### src/rtl/exec_unit_mc.sv
// exec_unit_mc: handshaked execute stage sitting between decode/register-read
// and writeback/PC logic.
//   Single-cycle ALU, shift, move, branch and jump ops produce results one
//   cycle after acceptance. Byte/word loads and stores (plain, pre-decrement,
//   post-increment) run as a request/acknowledge transaction to data memory.
// Ports:
//   clock, reset_n          rising-edge clock, synchronous active-low reset
//   in_valid/in_ready       op handshake; in_ready is high only in IDLE
//   opcode,dest,src1,imm    decoded op fields; op_a/op_b/op_d register values
//   pc_in                   PC of the op (branch base and link value)
//   wb1_*                   result writeback (ALU result, load data, link)
//   wb2_*                   pointer-update writeback for pre-dec/post-inc
//   mem_*                   data-memory request held until mem_ack
//   pc_load/pc_target       one-cycle PC redirect
//   illegal                 one-cycle pulse for an unknown opcode
module exec_unit_mc #(
  parameter int DATA_WIDTH = 16,
  parameter int REG_AW     = 6,
  parameter int MEM_AW     = 16,
  parameter int PC_WIDTH   = 20,
  parameter int IMM_WIDTH  = 9
) (
  input  logic                  clock,
  input  logic                  reset_n,
  input  logic                  in_valid,
  output logic                  in_ready,
  input  logic [5:0]            opcode,
  input  logic [REG_AW-1:0]     dest,
  input  logic [REG_AW-1:0]     src1,
  input  logic [DATA_WIDTH-1:0] op_a,
  input  logic [DATA_WIDTH-1:0] op_b,
  input  logic [DATA_WIDTH-1:0] op_d,
  input  logic [IMM_WIDTH-1:0]  imm,
  input  logic [PC_WIDTH-1:0]   pc_in,
  output logic                  wb1_en,
  output logic [REG_AW-1:0]     wb1_addr,
  output logic [DATA_WIDTH-1:0] wb1_data,
  output logic                  wb2_en,
  output logic [REG_AW-1:0]     wb2_addr,
  output logic [DATA_WIDTH-1:0] wb2_data,
  output logic                  mem_req,
  output logic                  mem_we,
  output logic                  mem_word,
  output logic [MEM_AW-1:0]     mem_addr,
  output logic [15:0]           mem_wdata,
  input  logic                  mem_ack,
  input  logic [15:0]           mem_rdata,
  output logic                  pc_load,
  output logic [PC_WIDTH-1:0]   pc_target,
  output logic                  illegal
);

  localparam int SHW = $clog2(DATA_WIDTH);
  localparam logic [DATA_WIDTH-1:0] DW_C = DATA_WIDTH'(DATA_WIDTH);

  typedef enum logic [0:0] {IDLE = 1'b0, MEM = 1'b1} state_e;

  state_e state_q, state_d;

  logic                  wb1_en_q, wb1_en_d, wb2_en_q, wb2_en_d;
  logic [REG_AW-1:0]     wb1_addr_q, wb1_addr_d, wb2_addr_q, wb2_addr_d;
  logic [DATA_WIDTH-1:0] wb1_data_q, wb1_data_d, wb2_data_q, wb2_data_d;
  logic                  mem_req_q, mem_req_d, mem_we_q, mem_we_d;
  logic                  mem_word_q, mem_word_d;
  logic [MEM_AW-1:0]     mem_addr_q, mem_addr_d;
  logic [15:0]           mem_wdata_q, mem_wdata_d;
  logic                  pc_load_q, pc_load_d, illegal_q, illegal_d;
  logic [PC_WIDTH-1:0]   pc_target_q, pc_target_d;
  // pointer writeback owed at the end of the current memory transaction
  logic                  pend_wb2_q, pend_wb2_d;

  logic                  accept_s, is_mem_s, cond_s;
  logic [DATA_WIDTH-1:0] imm_z_s, b_s, alu_s, sz_s, ea_s, ptr_s, link_s;
  logic [PC_WIDTH-1:0]   br_tgt_s, jmp_tgt_s;

  // Shift with saturation: amounts >= DATA_WIDTH give 0, or sign fill for asr.
  // kind: 0 = asr, 1 = lsl, 2 = lsr.
  function automatic logic [DATA_WIDTH-1:0] shift_f(
    input logic [DATA_WIDTH-1:0] v,
    input logic [DATA_WIDTH-1:0] amt,
    input logic [1:0]            kind
  );
    logic [DATA_WIDTH-1:0] r;
    if (amt >= DW_C) begin
      r = (kind == 2'd0) ? {DATA_WIDTH{v[DATA_WIDTH-1]}} : {DATA_WIDTH{1'b0}};
    end else begin
      case (kind)
        2'd0:    r = DATA_WIDTH'($signed(v) >>> amt[SHW-1:0]);
        2'd1:    r = v << amt[SHW-1:0];
        default: r = v >> amt[SHW-1:0];
      endcase
    end
    return r;
  endfunction

  // Register-content compare: 0 eq, 1 ne, 2 slt, 3 sgt, 4 ult, 5 ugt.
  function automatic logic cond_f(
    input logic [2:0]            sel,
    input logic [DATA_WIDTH-1:0] a,
    input logic [DATA_WIDTH-1:0] b
  );
    logic t;
    case (sel)
      3'd0:    t = (a == b);
      3'd1:    t = (a != b);
      3'd2:    t = ($signed(a) < $signed(b));
      3'd3:    t = ($signed(a) > $signed(b));
      3'd4:    t = (a < b);
      3'd5:    t = (a > b);
      default: t = 1'b0;
    endcase
    return t;
  endfunction

  assign in_ready = (state_q == IDLE);
  assign accept_s = in_valid & in_ready;
  // Memory ops occupy 16..31 except the xx11 codes (19, 23, 27, 31).
  assign is_mem_s = (opcode[5:4] == 2'b01) && (opcode[1:0] != 2'b11);

  // Operand preparation and all single-cycle results.
  always_comb begin
    imm_z_s   = DATA_WIDTH'(imm);
    b_s       = (opcode >= 6'd10) ? imm_z_s : op_b;
    sz_s      = opcode[2] ? DATA_WIDTH'(2'd2) : DATA_WIDTH'(2'd1);
    // pre-decrement moves the pointer first and addresses from the new value
    ptr_s     = (opcode[1:0] == 2'd1) ? (op_a - sz_s) : (op_a + sz_s);
    ea_s      = ((opcode[1:0] == 2'd1) ? ptr_s : op_a) + imm_z_s;
    link_s    = DATA_WIDTH'(pc_in + PC_WIDTH'(1'b1));
    br_tgt_s  = pc_in + PC_WIDTH'($signed(imm));
    jmp_tgt_s = PC_WIDTH'(op_d);
    // branch (34..39) and jump (42..47) conditions share the low opcode bits
    cond_s    = cond_f(3'(opcode[2:0] - 3'd2), op_a, op_b);
    case (opcode)
      6'd1, 6'd10: alu_s = op_a + b_s;
      6'd2, 6'd11: alu_s = op_a - b_s;
      6'd3:        alu_s = op_a & op_b;
      6'd4:        alu_s = op_a | op_b;
      6'd5:        alu_s = op_a ^ op_b;
      6'd6, 6'd12: alu_s = shift_f(op_a, b_s, 2'd0);
      6'd7, 6'd13: alu_s = shift_f(op_a, b_s, 2'd1);
      6'd8, 6'd14: alu_s = shift_f(op_a, b_s, 2'd2);
      6'd9:        alu_s = op_a;
      6'd15:       alu_s = imm_z_s;
      default:     alu_s = {DATA_WIDTH{1'b0}};
    endcase
  end

  // State register.
  always_ff @(posedge clock) begin
    if (!reset_n) begin
      state_q <= IDLE;
    end else begin
      state_q <= state_d;
    end
  end

  // Next-state logic: IDLE -> MEM on a memory op, MEM -> IDLE on mem_ack.
  always_comb begin
    state_d = state_q;
    case (state_q)
      IDLE: begin
        if (accept_s && is_mem_s) begin
          state_d = MEM;
        end else begin
          state_d = IDLE;
        end
      end
      MEM: begin
        if (mem_ack) begin
          state_d = IDLE;
        end else begin
          state_d = MEM;
        end
      end
      default: state_d = IDLE;
    endcase
  end

  // Output next-values. Pulses default low; data fields hold their value.
  always_comb begin
    wb1_en_d    = 1'b0;
    wb1_addr_d  = wb1_addr_q;
    wb1_data_d  = wb1_data_q;
    wb2_en_d    = 1'b0;
    wb2_addr_d  = wb2_addr_q;
    wb2_data_d  = wb2_data_q;
    mem_req_d   = mem_req_q;
    mem_we_d    = mem_we_q;
    mem_word_d  = mem_word_q;
    mem_addr_d  = mem_addr_q;
    mem_wdata_d = mem_wdata_q;
    pc_load_d   = 1'b0;
    pc_target_d = pc_target_q;
    illegal_d   = 1'b0;
    pend_wb2_d  = pend_wb2_q;
    case (state_q)
      IDLE: begin
        if (accept_s) begin
          case (opcode) inside
            6'd0: begin
            end
            [6'd1:6'd15]: begin
              wb1_en_d   = 1'b1;
              wb1_addr_d = dest;
              wb1_data_d = alu_s;
            end
            [6'd16:6'd31]: begin
              if (is_mem_s) begin
                mem_req_d   = 1'b1;
                mem_we_d    = opcode[3];
                mem_word_d  = opcode[2];
                mem_addr_d  = MEM_AW'(ea_s);
                mem_wdata_d = opcode[2] ? op_b[15:0] : {8'h00, op_b[7:0]};
                // writeback addresses/pointer value are staged now, pulsed on ack
                wb1_addr_d  = dest;
                wb2_addr_d  = src1;
                wb2_data_d  = ptr_s;
                // a load into its own pointer register keeps the loaded data
                pend_wb2_d  = (opcode[1:0] != 2'd0) && !(!opcode[3] && (dest == src1));
              end else begin
                illegal_d = 1'b1;
              end
            end
            6'd32, 6'd33: begin
              pc_load_d   = 1'b1;
              pc_target_d = br_tgt_s;
              wb1_en_d    = (opcode == 6'd33);
              wb1_addr_d  = dest;
              wb1_data_d  = link_s;
            end
            [6'd34:6'd39]: begin
              pc_load_d   = cond_s;
              pc_target_d = br_tgt_s;
            end
            6'd40, 6'd41: begin
              pc_load_d   = 1'b1;
              pc_target_d = jmp_tgt_s;
              wb1_en_d    = (opcode == 6'd41);
              wb1_addr_d  = src1;
              wb1_data_d  = link_s;
            end
            [6'd42:6'd47]: begin
              pc_load_d   = cond_s;
              pc_target_d = jmp_tgt_s;
            end
            default: illegal_d = 1'b1;
          endcase
        end else begin
        end
      end
      MEM: begin
        if (mem_ack) begin
          mem_req_d  = 1'b0;
          wb1_en_d   = ~mem_we_q;
          wb1_data_d = mem_word_q ? DATA_WIDTH'(mem_rdata) : DATA_WIDTH'(mem_rdata[7:0]);
          wb2_en_d   = pend_wb2_q;
          pend_wb2_d = 1'b0;
        end else begin
        end
      end
      default: begin
      end
    endcase
  end

  // Output and transaction registers.
  always_ff @(posedge clock) begin
    if (!reset_n) begin
      wb1_en_q    <= 1'b0;
      wb1_addr_q  <= {REG_AW{1'b0}};
      wb1_data_q  <= {DATA_WIDTH{1'b0}};
      wb2_en_q    <= 1'b0;
      wb2_addr_q  <= {REG_AW{1'b0}};
      wb2_data_q  <= {DATA_WIDTH{1'b0}};
      mem_req_q   <= 1'b0;
      mem_we_q    <= 1'b0;
      mem_word_q  <= 1'b0;
      mem_addr_q  <= {MEM_AW{1'b0}};
      mem_wdata_q <= 16'h0000;
      pc_load_q   <= 1'b0;
      pc_target_q <= {PC_WIDTH{1'b0}};
      illegal_q   <= 1'b0;
      pend_wb2_q  <= 1'b0;
    end else begin
      wb1_en_q    <= wb1_en_d;
      wb1_addr_q  <= wb1_addr_d;
      wb1_data_q  <= wb1_data_d;
      wb2_en_q    <= wb2_en_d;
      wb2_addr_q  <= wb2_addr_d;
      wb2_data_q  <= wb2_data_d;
      mem_req_q   <= mem_req_d;
      mem_we_q    <= mem_we_d;
      mem_word_q  <= mem_word_d;
      mem_addr_q  <= mem_addr_d;
      mem_wdata_q <= mem_wdata_d;
      pc_load_q   <= pc_load_d;
      pc_target_q <= pc_target_d;
      illegal_q   <= illegal_d;
      pend_wb2_q  <= pend_wb2_d;
    end
  end

  assign wb1_en    = wb1_en_q;
  assign wb1_addr  = wb1_addr_q;
  assign wb1_data  = wb1_data_q;
  assign wb2_en    = wb2_en_q;
  assign wb2_addr  = wb2_addr_q;
  assign wb2_data  = wb2_data_q;
  assign mem_req   = mem_req_q;
  assign mem_we    = mem_we_q;
  assign mem_word  = mem_word_q;
  assign mem_addr  = mem_addr_q;
  assign mem_wdata = mem_wdata_q;
  assign pc_load   = pc_load_q;
  assign pc_target = pc_target_q;
  assign illegal   = illegal_q;

endmodule

### config.mk
export PLATFORM = sky130hd
export DESIGN_NAME = exec_unit_mc
export DESIGN_NICKNAME = d
export VERILOG_FILES = /design/src/rtl/exec_unit_mc.sv
export SDC_FILE = /design/constraint.sdc
export NUM_CORES = 1
export LEC_CHECK = 0
export BUFFER_PORTS_ARGS = -buffer_cell sky130_fd_sc_hd__clkbuf_2
export CAP_MARGIN = 15
export CORE_ASPECT_RATIO = 1.5
export CORE_MARGIN = 10
export CORE_UTILIZATION = 46
export CTS_BUF_LIST = sky130_fd_sc_hd__clkbuf_4
export DETAILED_ROUTE_END_ITERATION = 8
export PLACE_DENSITY = 0.68
export SLEW_MARGIN = 20
export SYNTH_ARGS = -nofsm -noshare
export SYNTH_HDL_FRONTEND = slang
export SYNTH_SLANG_ARGS = --single-unit
### constraint.sdc
create_clock -name clock -period 7.5 [get_ports clock]
set_input_delay 1.5 -clock clock [delete_from_list [all_inputs] [get_ports clock]]
set_output_delay 1.5 -clock clock [all_outputs]
set_load 0.05 [all_outputs]
# Word level (Yosys, flattened, before mapping)
# Cells that the tools add are included.
# word_totals
output_inout_bits,104
reg_bits,105
in_bits,115
word_cells,188
# classes
n_eq_ne,41
shift,3
addsub,8
reduce_logical,30
mux,65
magnitude_cmp,14
bitwise_logic,11
# op_table
op,n
$mux W16,16
$pmux W16 S10,1
$mux W20,4
$eq A6 B4 Y1 const B,8
$mux W6,6
$gt A16 B16 Y1,2
$lt A16 B16 Y1,2
$pmux W16 S2,1
$mux W1,31
$reduce_and A6 Y1,5
$eq A6 B3 Y1 const B,4
$eq A6 B6 Y1 const B,4
$add A20 B20 Y20,1
$add A16 B1 Y16 const B,1
$add A16 B16 Y16,1
$add A16 B2 Y16,1
$add A16 B9 Y16,1
$and A16 B16 Y16,1
$eq A16 B16 Y1,1
$ge A16 B5 Y1 const B,1
$ne A16 B16 Y1,1
$or A16 B16 Y16,1
$shl A16 B4 Y16,1
$shr A16 B4 Y16,1
other kinds (39),76

# Logic depth before layout (Yosys ltp)
# depth
word_depth,10
ltp_mapped,23
depth_no_buf,21

# Least setup slack after synthesis
# Ideal clock, no wire load.
# synth_timing
path_type,input port to flip-flop
from,input port opcode[1]
to,"register mem_addr_q[15], in the netlist mem_addr[15]"
setup_time_ns,0.118
n_path_buf,2
t_required_ns,7.382
cell_stages,23
t_arrival_ns,5.539
setup_slack_ns,1.842
cell_sequence,buf_2 > inv_2 > nand2_1 > inv_2 > clkbuf_1 > nand2_1 > inv_1 > ha_1 > nor2b_1 > o31a_1 > o21ai_0 > nand2b_1 > xnor2_1 > o21ai_0 > ha_1 > o21a_1 > nor2_1 > o31ai_1 > a21boi_0 > nand4b_1 > and3b_1 > xnor2_1 > o21ai_1
# synth_via
elab_chain_len,4
elab_cells_between_ends,16
classes_between,1 x add/sub; 4 x order compare; 2 x eq/ne; 2 x mux; 2 x bitwise; 5 x reduce/logical
# synth_rtl
element,line,rtl
"start, declared",27,"input logic [5:0] opcode,"
"$eq A2 B1 Y1, or another cell as far along","126, 127",
$mux W16 or $logic_and A1 B1 Y1 (tied branches),-,
$mux W16 or $not A1 Y1 (tied branches),-,
$add A16 B9 Y16 or $reduce_and A6 Y1 (tied branches),-,
"end signal, assigned",278,mem_addr_q <= {MEM_AW{1'b0}};
"end signal, assigned",294,mem_addr_q <= mem_addr_d;
"end, declared",65,"logic [MEM_AW-1:0] mem_addr_q, mem_addr_d;"
# Parallel ways exist; a longest one is shown, timed or not.
# A chain may end at the register's enable or synchronous reset.

# Worst setup path in the final report
# Same ends and word-level chain as after synthesis.

==> impl_results.md <==
- Fin. Hold Viols: 0
- Via count of the first global-routing pass: 12,800
- Fraction of layout cells with a size suffix above 1: 17.4%
- DP HPWL: 39,900 um
- Global Route Usage Sum: 31.1%
- Total negative setup slack: 0 ps
- Cell Area, Synth: 11,300 sq um
- CTS clock-pin slew for the worst setup and hold paths: 210 ps
- Worst min path class: reg2reg
- Critical path fanouts, max: 32
- Buffer type at the clock tree root: sky130_fd_sc_hd__clkbuf_4
- Setup repair bufs after CTS: 0
- Top cells by area, synth: sky130_fd_sc_hd__dfxtp_1 (19%), sky130_fd_sc_hd__ha_1 (12%), sky130_fd_sc_hd__a21oi_1 (7.0%)
- Destination of the worst register-to-register timing path: wb1_data[6]$_SDFFE_PN0P_
- Sequential area share after synthesis: 18.6%
- Cell at the slowest stage of the critical path: sky130_fd_sc_hd__o31ai_1
- Flops & latches, synth: 105
- Class of the most critical setup path: in2reg
- Area growth from synthesis to layout: 13.1%
- Max Clock Freq: 180 MHz
- Synth area leader: sky130_fd_sc_hd__dfxtp_1
- Synth async-reset ratio: 0%
- Most frequently used flop master after synthesis: sky130_fd_sc_hd__dfxtp_1
- Crit path buffers/inverters: 5
- Worst path required time: 7990 ps
- Number of buffers created by CTS: 9
- Wire length reported by the detailed router: 51,300 um
- Horiz. Die Dim: 148 um
- Register-to-register setup slack: 4550 ps
- Antenna violation net count after detailed routing: 0
- Latest clock arrival within the worst-skew pair: 600 ps
- TritonCTS clock tree: yes
- Standard cell core area: 24,300 sq um
- Worst-case clock skew: 40.0 ps
- Power per Cell Area: 140 nW/um^2
- Worst-margin pin slew: 1020 ps
- Max-capacitance violation count: 0
- IO buf count: 218
- Total setup violations reported at the end of the flow: 0
- EDFF count, synth: 0
- Mean area per synthesized cell: 7.26 sq um
- Source of the worst register-to-register timing path: state_q$_SDFF_PN0_
- Placement row count: 70
- Hold worst-path end: wb2_en$_SDFF_PN0_
- Count of cells along the worst hold path: 2
- Count leader, synth: sky130_fd_sc_hd__nand2_1
- Count of nets after finishing: 1,951
- Slew HR: 31.2%
- Setup repair after global routing missed its margin: no
- Critical path launch point type: primary input
- Die Outline Area: 31,400 sq um
- First-pass GRT wire length: 75,600 um
- Worst-case reg-to-reg path depth: 9
- Max rail drop VDD: 0.000117 V
- H-tree levels: 3
- Pre-Repair DR Iteration Count: 6
- Via density: 6.41
- I/O pin count: 219
- Drt first-iter violations: 1,178
- Height of the die: 212 um
- Start point of the worst hold path: pend_wb2_q$_SDFFE_PN0P_
- Maximum buffer depth of the clock tree: 2
- Cell family with most CP delay: compound AO/OA/AOI/OAI gates
- Endpoint type of the worst setup path: flop
- Largest net degree at the start of global routing: 77
- Number of warnings printed during yosys synthesis: 0
- Cell Area, Placed: 12,600 sq um
- Cells traversed along the worst timing path: clkbuf_2 > inv_2 > nand2_1 > buf_4 > inv_2 > nand2_1 > inv_1 > ha_1 > nor2b_1 > o31a_1 > o21ai_0 > nand2b_1 > xnor2_1 > o21ai_0 > ha_1 > o21a_1 > nor2_1 > o31ai_1 > a21boi_0 > nand4b_1 > and3b_1 > xnor2_1 > o21ai_1
- Vias: 13,200
- Status: completed
- Final global-route overflow total: 0
- Design Area, Final: 12,800 sq um
- Post-route DRC violation count: 0
- Fin crit share: 74.1%
- Unique cell type count in the Yosys netlist: 82
- Leakage: 0.00548 uW
- Area fraction of the dominant cell type after synthesis: 18.6%
- Count of pins over their slew limit: 0
- Final estimated routing congestion in global placement: 1.07
- Data arrival time at the worst-slack endpoint: 6050 ps
- Resized cells post-CTS: 0
- Delay contributed by the slowest stage of the critical path: 390 ps
- Post-route minimum period: 5560 ps
- Commonest cells in the netlist: sky130_fd_sc_hd__nand2_1 (190), sky130_fd_sc_hd__a21oi_1 (157), sky130_fd_sc_hd__nor2_1 (138), sky130_fd_sc_hd__ha_1 (110), sky130_fd_sc_hd__dfxtp_1 (105)
- Drt wl/cell: 25.0 um
- Effective utilization at floorplan: 46.6%
- Cells after Synth: 1,558
- Initial antenna violation count: 3
- Total of hold buffers inserted after clock tree synthesis: 0
- Total clock sinks: 105
- Synthesized Nets: 1,787
-- layout make-up --
| class | count | area, sq um |
|---|---|---|
| Sequential cell | 105 | 2100 |
| Fill cell | 2496 | 11500 |
| Timing Repair Buffer | 240 | 1260 |
| Clock inverter | 7 | 91.3 |
| Inverter | 60 | 225 |
| Tap cell | 324 | 405 |
| Multi-Input combinational cell | 1306 | 8620 |
| Antenna cell | 4 | 10.0 |
| Clock buffer | 9 | 67.6 |
-- layout by cell type, fill, tap and decap left out, types with 13 or more instances in the layout --
| master | count |
|---|---|
| sky130_fd_sc_hd__a211oi_1 | 28 |
| sky130_fd_sc_hd__a21o_1 | 16 |
| sky130_fd_sc_hd__a21oi_1 | 157 |
| sky130_fd_sc_hd__a31oi_1 | 20 |
| sky130_fd_sc_hd__buf_4 | 22 |
| sky130_fd_sc_hd__clkbuf_2 | 218 |
| sky130_fd_sc_hd__dfxtp_1 | 105 |
| sky130_fd_sc_hd__ha_1 | 110 |
| sky130_fd_sc_hd__inv_1 | 55 |
| sky130_fd_sc_hd__mux2i_1 | 21 |
| sky130_fd_sc_hd__nand2_1 | 190 |
| sky130_fd_sc_hd__nand2b_1 | 14 |
| sky130_fd_sc_hd__nand3_1 | 68 |
| sky130_fd_sc_hd__nor2_1 | 138 |
| sky130_fd_sc_hd__nor3_1 | 43 |
| sky130_fd_sc_hd__o2111ai_1 | 13 |
| sky130_fd_sc_hd__o211ai_1 | 25 |
| sky130_fd_sc_hd__o21ai_0 | 101 |
| sky130_fd_sc_hd__or3_1 | 17 |
| sky130_fd_sc_hd__xnor2_1 | 60 |
| sky130_fd_sc_hd__xor2_1 | 24 |
-- state kept, by name, indices dropped and copies added, names as in the netlist, 6 cells and up --
name       cells
pc_target     20
mem_addr      16
mem_wdata     16
wb1_data      16
wb2_data      16
wb1_addr       6
wb2_addr       6
-- kinds of logic after synthesis --
kind of cell / share of synthesized area (%)
flops: 18.6
fa+ha+maj: 12.9
simple gates: 23.3
buf+inv: 5.25
mux: 4.15
compound gates: 29.3
xor+xnor: 6.51
-- through the flow --
step           setup WS (ps)  power (uW)  utilization [%]  hold WS (ps)  cells
6_report                1940        1790             52.7           450   2055
4_1_cts                 1990        1780             52.6           448   2051
3_5_place_dp            1370        1430             52.0           424   2035
3_3_place_gp            1530        1430             52.0           420   2035
2_1_floorplan           1840        1170                -           410   1558
5_1_grt                 1540        1880             52.7           482   2054
-- worst reg2reg max path: stages (launching register included) --
cell and delay [ps]:
sky130_fd_sc_hd__dfxtp_1 360, sky130_fd_sc_hd__inv_1 270, sky130_fd_sc_hd__nand2_1 170, sky130_fd_sc_hd__nor2_1 270
sky130_fd_sc_hd__o21ai_0 280, sky130_fd_sc_hd__and2_1 430, sky130_fd_sc_hd__a221oi_1 360, sky130_fd_sc_hd__nand3_1 230
sky130_fd_sc_hd__a31oi_1 350, sky130_fd_sc_hd__a21oi_1 120
-- routing by layer --
layer  track usage (%)  routed length (um)
met1              33.2               18600
met2              53.3               25100
met3              6.51                3850
met4              22.7                3830
met5                 0                   0
-- worst max path at each step --
| stage | slack [ps] | startpoint | cells after the start | endpoint |
|---|---|---|---|---|
| global route | 1540 | opcode[1] | 23 | mem_addr[15]$_SDFFE_PN0P_ |
| global placement | 1530 | opcode[1] | 23 | mem_addr[15]$_SDFFE_PN0P_ |
| CTS | 1990 | opcode[1] | 23 | mem_addr[15]$_SDFFE_PN0P_ |
| finish | 1940 | opcode[1] | 23 | mem_addr[15]$_SDFFE_PN0P_ |
| floorplan | 1840 | opcode[1] | 23 | mem_addr[15]$_SDFFE_PN0P_ |
| detailed placement | 1370 | opcode[1] | 23 | mem_addr[15]$_SDFFE_PN0P_ |
-- power by group --
part	internal, uW	leakage, uW	switching [uW]	total (uW)
Sequential	584	0.000854	13.4	597
Combinational	275	0.00455	572	847
Clock	83.8	0.0000826	266	350
Total	942	0.00548	852	1790
(Power assumes the default switching activity.)
